`config.mk`:
```
export PLATFORM = sky130hd
export DESIGN_NAME = mux8_bus_arbiter
export DESIGN_NICKNAME = d
export VERILOG_FILES = /design/src/rtl/mux8_bus_arbiter.sv
export SDC_FILE = /design/constraint.sdc
export NUM_CORES = 1
export LEC_CHECK = 0
export ABC_AREA = 1
export CORE_MARGIN = 2
export CORE_UTILIZATION = 54
export DETAILED_ROUTE_END_ITERATION = 10
export PLACE_DENSITY = 0.93
export REMOVE_ABC_BUFFERS = 1
export SKIP_LAST_GASP = 1
export SLEW_MARGIN = 40
export SYNTH_ARGS = -nofsm -noshare
export SYNTH_HDL_FRONTEND = slang
export SYNTH_SLANG_ARGS = --single-unit
```
`constraint.sdc`:
```
create_clock -name clk -period 3.88 [get_ports clk]
set_input_delay 0.97 -clock clk [delete_from_list [all_inputs] [get_ports clk]]
set_output_delay 0.97 -clock clk [all_outputs]
set_load 0.05 [all_outputs]
```
`src/rtl/mux8_bus_arbiter.sv`:
```
// Round-robin arbiter/sequencer sharing one 8:1 result mux between eight requesters, with burst hold.
// Latency: req in IDLE -> gnt/sel/ack next cycle -> out_valid the cycle after; back-to-back bursts without a gap.
// Backpressure: out_valid && !out_ready stalls capture (no ack, sel held); accept and capture may share a cycle.
module mux8_bus_arbiter #(
   parameter int WIDTH     = 32,
   parameter int MAX_BURST = 4
) (
   input  logic             clk,
   input  logic             reset_n,
   input  logic [7:0]       req,
   input  logic [7:0]       req_last,
   input  logic [WIDTH-1:0] mux_result,
   output logic [2:0]       sel,
   output logic [7:0]       gnt,
   output logic [7:0]       ack,
   output logic [WIDTH-1:0] out_data,
   output logic             out_valid,
   input  logic             out_ready,
   output logic             busy
);

   typedef enum logic {
      IDLE = 1'b0,
      XFER = 1'b1
   } state_t;

   state_t     state, state_nxt;
   logic [7:0] gnt_nxt;
   logic [2:0] sel_nxt;
   logic [2:0] last_ptr, last_ptr_nxt;
   logic [4:0] beat_cnt, beat_cnt_nxt;
   logic       can_cap;
   logic       cap;
   logic       burst_end;
   logic [3:0] pick_idle;
   logic [3:0] pick_rearb;

   // {found, index}: first set bit of mask scanning base+1, base+2, ... wrapping back to base.
   function automatic logic [3:0] rr_pick(input logic [7:0] mask, input logic [2:0] base);
      logic       found;
      logic [2:0] idx;
      logic [2:0] cand;
      found = 1'b0;
      idx   = 3'd0;
      for (int i = 1; i <= 8; i++) begin
         cand = base + 3'(i);
         if (!found && mask[cand]) begin
            found = 1'b1;
            idx   = cand;
         end
      end
      return {found, idx};
   endfunction

   always_comb begin
      state_nxt    = state;
      gnt_nxt      = gnt;
      sel_nxt      = sel;
      last_ptr_nxt = last_ptr;
      beat_cnt_nxt = beat_cnt;
      cap          = 1'b0;
      burst_end    = 1'b0;
      ack          = 8'h00;
      busy         = (state == XFER);
      can_cap      = !out_valid || out_ready;
      pick_idle    = rr_pick(req, last_ptr);
      // The current owner is masked out so it drops to lowest priority at burst end.
      pick_rearb   = rr_pick(req & ~gnt, sel);

      case (state)
         IDLE: begin
            if (pick_idle[3]) begin
               gnt_nxt      = 8'b0000_0001 << pick_idle[2:0];
               sel_nxt      = pick_idle[2:0];
               beat_cnt_nxt = 5'd0;
               state_nxt    = XFER;
            end
         end
         XFER: begin
            if (!req[sel]) begin
               last_ptr_nxt = sel;
               gnt_nxt      = 8'h00;
               beat_cnt_nxt = 5'd0;
               state_nxt    = IDLE;
            end else if (can_cap) begin
               cap          = 1'b1;
               ack          = gnt;
               beat_cnt_nxt = beat_cnt + 5'd1;
               burst_end    = req_last[sel] || (beat_cnt + 5'd1 == 5'(MAX_BURST));
               if (burst_end) begin
                  last_ptr_nxt = sel;
                  beat_cnt_nxt = 5'd0;
                  if (pick_rearb[3]) begin
                     gnt_nxt = 8'b0000_0001 << pick_rearb[2:0];
                     sel_nxt = pick_rearb[2:0];
                  end else begin
                     gnt_nxt   = 8'h00;
                     state_nxt = IDLE;
                  end
               end
            end
         end
         default: begin
            gnt_nxt   = 8'h00;
            state_nxt = IDLE;
         end
      endcase
   end

   always_ff @(posedge clk or negedge reset_n) begin
      if (!reset_n) begin
         state    <= IDLE;
         gnt      <= 8'h00;
         sel      <= 3'd0;
         last_ptr <= 3'd7;
         beat_cnt <= 5'd0;
      end else begin
         state    <= state_nxt;
         gnt      <= gnt_nxt;
         sel      <= sel_nxt;
         last_ptr <= last_ptr_nxt;
         beat_cnt <= beat_cnt_nxt;
      end
   end

   // A capture in the same cycle as an accept keeps out_valid high: one beat per cycle.
   always_ff @(posedge clk or negedge reset_n) begin
      if (!reset_n) begin
         out_data  <= '0;
         out_valid <= 1'b0;
      end else if (cap) begin
         out_data  <= mux_result;
         out_valid <= 1'b1;
      end else if (out_valid && out_ready) begin
         out_valid <= 1'b0;
      end
   end

   a_gnt_onehot : assert property (@(posedge clk) disable iff (!reset_n) $onehot0(gnt));
   a_sel_match  : assert property (@(posedge clk) disable iff (!reset_n) (gnt != 8'h00) |-> gnt[sel]);

endmodule
```
### Yosys cells after proc, flatten, opt, wreduce, memory -nomap -nowiden

Cells that the tools add are included.

| cells by class | value |
|---|---|
| shifts and indexed selects | 2 |
| equality and inequality tests | 10 |
| divide/modulo/power cells | 0 |
| $mul | 0 |
| bitwise gates (word level) | 3 |
| $lt $le $gt $ge | 16 |
| reduce and logical (&&, ||, !) cells | 37 |
| add/subtract/negate cells | 15 |
| multiplexer cells | 102 |

Operator list:

| operator | number |
|---|---|
| 2-to-1 mux 3 bit | 24 |
| < comparator 3 x 4 -> 1 bit (second input constant) | 16 |
| 2-to-1 mux 8 bit | 8 |
| binary-select mux 1 bit (select 3 bit) | 18 |
| 2-to-1 mux 1 bit | 44 |
| adder 3 bit (second input constant) | 8 |
| 2-to-1 mux 5 bit | 4 |
| case mux 8 bit (2 select lines) | 1 |
| left shift 1 x 3 -> 8 bit (first input constant) | 2 |
| logical AND 1 bit | 15 |
| zero test 1 bit | 15 |
| adder 3 x 2 -> 3 bit (second input constant) | 4 |
| inequality test 2 x 1 -> 1 bit (second input constant) | 5 |
| case mux 5 bit (2 select lines) | 1 |
| AND 8 bit | 1 |
| inverter 8 bit | 1 |
| adder 3 x 1 -> 3 bit (second input constant) | 2 |
| case mux 3 bit (2 select lines) | 1 |
| AND reduction 3 bit | 2 |
| adder 5 x 1 -> 5 bit (second input constant) | 1 |
| equality test 5 x 3 -> 1 bit (second input constant) | 1 |
| AND reduction 5 bit | 1 |
| inequality test 2 bit (second input constant) | 2 |
| inequality test 3 x 2 -> 1 bit (second input constant) | 1 |
| 6 further kinds | 7 |

| storage, ports and cells | value |
|---|---|
| memory bits (writable) | 0 |
| bits of input ports | 51 |
| output and inout bits | 53 |
| memories | 0 |
| bits in latches | 0 |
| word-level logic and storage cells | 192 |
| ROM bits | 0 |
| register bits after elaboration | 53 |

### Longest topological paths before layout

| depth | value |
|---|---|
| depth after elaboration | 32 |
| depth in mapped cells | 21 |
| gate-level depth less buffers | 20 |

### Least setup slack after synthesis

No wires, ideal clock.

| timing path | value |
|---|---|
| path kind | reg-to-output |
| start | register sel[0] |
| end | output ack[0] |
| required time | 2.910 ns |
| stages on the path, launching flop included | 10 |
| arrival | 2.462 ns |
| buffers on the path | 3 |
| slack | 0.448 ns |
| cells stage by stage | dfrtp_1 buf_6 buf_6 nor2_1 o31ai_1 nor2_1 nor2_2 nand2_1 buf_2 nor2_1 |

| between the ends | value |
|---|---|
| word-level cells in the longest chain between the ends | 4 |

Ends and longest elaborated chain:

| what | RTL line | source |
|---|---|---|
| from (decl) | 13 | `output logic [2:0] sel,` |
| from (signal assigned) | 120 | `sel <= sel_nxt;` |
| binary-select mux 1 bit (select 3 bit) | 80 | `if (!req[sel]) begin` |
| 2-to-1 mux 1 bit (not written as such) | 80 |  |
| 2-to-1 mux 8 bit | 80 |  |
| 2-to-1 mux 8 bit | 70 | `case (state)` |
| to (decl) | 15 | `output logic [7:0] ack,` |

No other way between the ends. The select of a mux whose other input is x is not followed.

### Worst setup path after layout

| timing path | value |
|---|---|
| start | input req[5] |
| end | output ack[0] |

| between the ends | value |
|---|---|
| word-level cells in the longest chain between the ends | 4 |

Ends and longest elaborated chain:

| what | RTL line | source |
|---|---|---|
| from (decl) | 10 | `input logic [7:0] req,` |
| binary-select mux 1 bit (select 3 bit) | 80 |  |
| 2-to-1 mux 1 bit (not written as such) | 80 |  |
| 2-to-1 mux 8 bit | 80 |  |
| 2-to-1 mux 8 bit | 70 |  |

No other way between the ends. The select of a mux whose other input is x is not followed.

==> reports/summary.json <==
{
  "ws_path_type": {"value": "primary input to output port"},
  "grt_pass1_vias": {"value": 4466},
  "setup.worst_path.start_class": {"value": "primary input"},
  "sink_count": {"value": 53},
  "clock-skew-final": {"value": 10.0, "unit": "ps"},
  "required": {"value": 2910, "unit": "ps"},
  "yosysTopAreaCell": {"value": "dfrtp_1"},
  "postLayoutSetupSlackWorst": {"value": 168, "unit": "ps"},
  "timing.hold.worst_path_depth": {"value": 1},
  "wl": {"value": 12.1, "unit": "mm"},
  "crit_family": {"value": "simple AND/OR/NAND/NOR gates"},
  "timing.final.crit_share": {"value": 0.957},
  "synth_simple_gate_area_frac": {"value": 0.424},
  "initial_core_utilization": {"value": 0.551},
  "grt_start_max_net_pins": {"value": 54},
  "synthMuxAreaShare": {"value": 0.0855},
  "fp.dieW": {"value": 92.3, "unit": "um"},
  "ff2ff_path_depth": {"value": 15},
  "track_usage": {"value": 0.293},
  "drtAntennaViolNets": {"value": 0},
  "cts_tree": {"value": "done"},
  "fraction_of_the_mapped_netlist_area_in_adder_cells": {"value": 0.0148},
  "post-synth-top-count-cell": {"value": "nand2_1"},
  "buffers_on_ports": {"value": 103},
  "post-dp-hpwl": {"value": 9.65, "unit": "mm"},
  "drc_errors": {"value": 0},
  "first_pass_grt_wire_length": {"value": 20.2, "unit": "mm"},
  "detailedPlace.worstSlack": {"value": 61.5, "unit": "ps"},
  "placer_congestion": {"value": 0.953},
  "ys_ff_latch": {"value": 53},
  "grt_remaining_overflow": {"value": 0},
  "clkSlewWorstSetupHoldPaths": {"value": 100, "unit": "ps"},
  "timing.critical_path.cells": {"value": "clkdlybuf4s50_1, nor2_1, nor2_1, o21ai_0, o31ai_1, nor2_1, nor2_2, nand2_2, nor2_1, buf_12"},
  "num_ports": {"value": 104},
  "unrepaired_setup_endpoints_after_global_routing": {"value": "true"},
  "number_of_antenna_violations_at_the_first_check_in_global_routing": {"value": 0},
  "floorplan.die.height": {"value": 92.3, "unit": "um"},
  "antenna_cells": {"value": 0},
  "synth_largest_type_area_fraction": {"value": 0.297},
  "clockRootBuffer": {"value": "clkbuf_8"},
  "setup_viol": {"value": 0},
  "share_of_synthesized_area_occupied_by_flip_flops_and_latches": {"value": 0.316},
  "synth_compound_area_frac": {"value": 0.0567},
  "worst_path_max_delay_cell": {"value": "clkdlybuf4s50_1"},
  "synth.area.top_cells": {"value": "dfrtp_1, nand2_1, nand3_1"},
  "slew-limit-headroom": {"value": 0.562},
  "worstHoldEndpoint": {"value": "out_data[12]$_DFFE_PN0P_"},
  "end_kind": {"value": "output port"},
  "achievable-frequency": {"value": 269, "unit": "MHz"},
  "setup-tns-final": {"value": 0, "unit": "ps"},
  "cpPeakStageDelay": {"value": 490, "unit": "ps"},
  "route.vias.total": {"value": 4391},
  "worstMarginPinSlew": {"value": 658, "unit": "ps"},
  "fin_crit": {"value": 3710, "unit": "ps"},
  "finalNetCount": {"value": 737},
  "worst_hold_slack_after_final_layout": {"value": 513, "unit": "ps"},
  "synthDistinctLibCells": {"value": 43},
  "finalHoldViolCount": {"value": 0},
  "cts_made_buffers": {"value": 5},
  "worstHoldStart": {"value": "out_data[12]$_DFFE_PN0P_"},
  "synth-xor-area-share": {"value": 0.0223},
  "synth_warnings": {"value": 0},
  "syn_avg_cell_area": {"value": 7.33, "unit": "sq um"},
  "die_area": {"value": 8530, "unit": "sq um"},
  "reg2reg_to": {"value": "gnt[6]$_DFFE_PN0P_"},
  "route.detailed.vias_per_inst": {"value": 5.61},
  "postSynth.asyncResetShare": {"value": 1.00},
  "drt-initial-drc-count": {"value": 343},
  "drv_slew": {"value": 0},
  "worst_skew_pair.late_latency": {"value": 310, "unit": "ps"},
  "synth_top_family_by_area": {"value": "simple AND/OR/NAND/NOR gates"},
  "utilization": {"value": 0.721},
  "critical_path.reg2reg.startpoint": {"value": "last_ptr[1]$_DFFE_PN1P_"},
  "synthesis.area": {"value": 4210, "unit": "sq um"},
  "htree_num_levels": {"value": 2},
  "row_count": {"value": 32},
  "critical_path.most_common_cell": {"value": "nor2_1"},
  "hold_class": {"value": "flip-flop to flip-flop"},
  "syn2layout_area_growth": {"value": 30.9, "unit": "%"},
  "first_pass_drt_iterations": {"value": 5},
  "critical_path_buffers_and_inverters": {"value": 2},
  "drt-wirelength-per-cell": {"value": 15.4, "unit": "um"},
  "synth_enable_flop_cells": {"value": 0},
  "post_route_cells_drive_above_1_share": {"value": 0.166},
  "coreArea": {"value": 7650, "unit": "sq um"},
  "endpoint_arrival_time_on_the_critical_path": {"value": 2740, "unit": "ps"},
  "critPathMaxFanout": {"value": 9},
  "cell_count_after_synthesis": {"value": 575},
  "reg2reg_setup_slack": {"value": 460, "unit": "ps"},
  "run_status": {"value": "finished, final reports clean"},
  "netlist_top_cells_count": {"value": "nand2_1, nand3_1, nor2_1"},
  "max_capacitance_violation_count": {"value": 0},
  "postSynth.topFlopCell": {"value": "dfrtp_1"},
  "clk_path_buf_depth": {"value": 2}
}
[cell type report]
| type | count | area, sq um |
|---|---|---|
| well taps | 102 | 128 |
| clock buffers | 5 | 68.8 |
| clock inverters | 2 | 38.8 |
| repair buffers | 115 | 1200 |
| multi-input cells | 451 | 2550 |
| flip-flops and latches | 53 | 1330 |
| fillers | 537 | 2130 |
| inverters | 55 | 206 |
[metal layers]
| metal | wire [um] | GRT usage |
|---|---|---|
| met2 | 5630 | 0.490 |
| met1 | 4780 | 0.356 |
| met4 | 333 | 0.111 |
| met5 | 0 | 0 |
| met3 | 1350 | 0.0903 |
[metrics by stage]
| stage | std cells | cell area, sq um |
|---|---|---|
| after CTS | 783 | 5510 |
| after detailed placement | 776 | 5410 |
| final | 783 | 5520 |
| after global routing | 783 | 5520 |
| after floorplan | 559 | 4080 |
| after global placement | 776 | 5400 |
[cells by family after synthesis]
group | count (synthesis)
multiplexers | 32
XOR/XNOR | 6
adder cells (fa/ha/maj) | 5
flip-flops | 53
AND/OR/NAND/NOR | 372
buffers and inverters | 71
AO/OA/AOI/OAI | 36
[repair_timing]
action	CTS	global route
setup buffers	0	0
hold buffers	0	0
setup endpoints to repair	0	8
gates resized for setup	0	1
[worst max-delay path by stage]
stage	startpoint	to	slack, ps	depth (start not counted)
6_report	req[5]	ack[0]	170	10
5_1_grt	req[5]	ack[6]	-30	10
4_1_cts	req[5]	ack[0]	60	10
3_5_place_dp	req[5]	ack[0]	60	10
3_3_place_gp	req[5]	ack[2]	180	10
2_1_floorplan	sel[0]$_DFFE_PN0P_	ack[0]	-350	9
[cells in the final DEF, fill, tap and decap left out, types with 3 or more instances in the layout]
cell / count
nor2_2: 3
mux2_2: 32
ha_1: 5
inv_1: 47
buf_12: 8
nand2_2: 11
inv_2: 7
o31ai_1: 4
dfrtp_1: 50
a21oi_1: 6
nor2_1: 95
clkdlybuf4s50_1: 94
o21ai_1: 6
clkbuf_8: 5
nor2_4: 5
nand2_1: 131
o21ai_0: 10
nand3_2: 9
dfstp_2: 3
buf_4: 13
nand4_1: 9
nand2_4: 3
nand3_1: 95
[worst reg2reg max path: stages, from the launching register on]
cell,delay [ps]
dfstp_2,700
inv_1,220
ha_1,430
inv_1,250
nand3_1,170
nand3_1,180
nand2_4,100
nor2_8,150
nand4_4,140
nor2_8,170
nand4_1,150
nand3_1,250
nand2_1,120
o21ai_1,180
nor2_1,70
nor2_1,110
[state kept, by name (all words and copies together), names as in the netlist]
register   flops
out_data      32
sel            3
beat_cnt       5
busy           1
out_valid      1
gnt            8
last_ptr       3
Power is not shown: default switching activity piles up to over one toggle a cycle in this logic, so the estimate is an artifact.
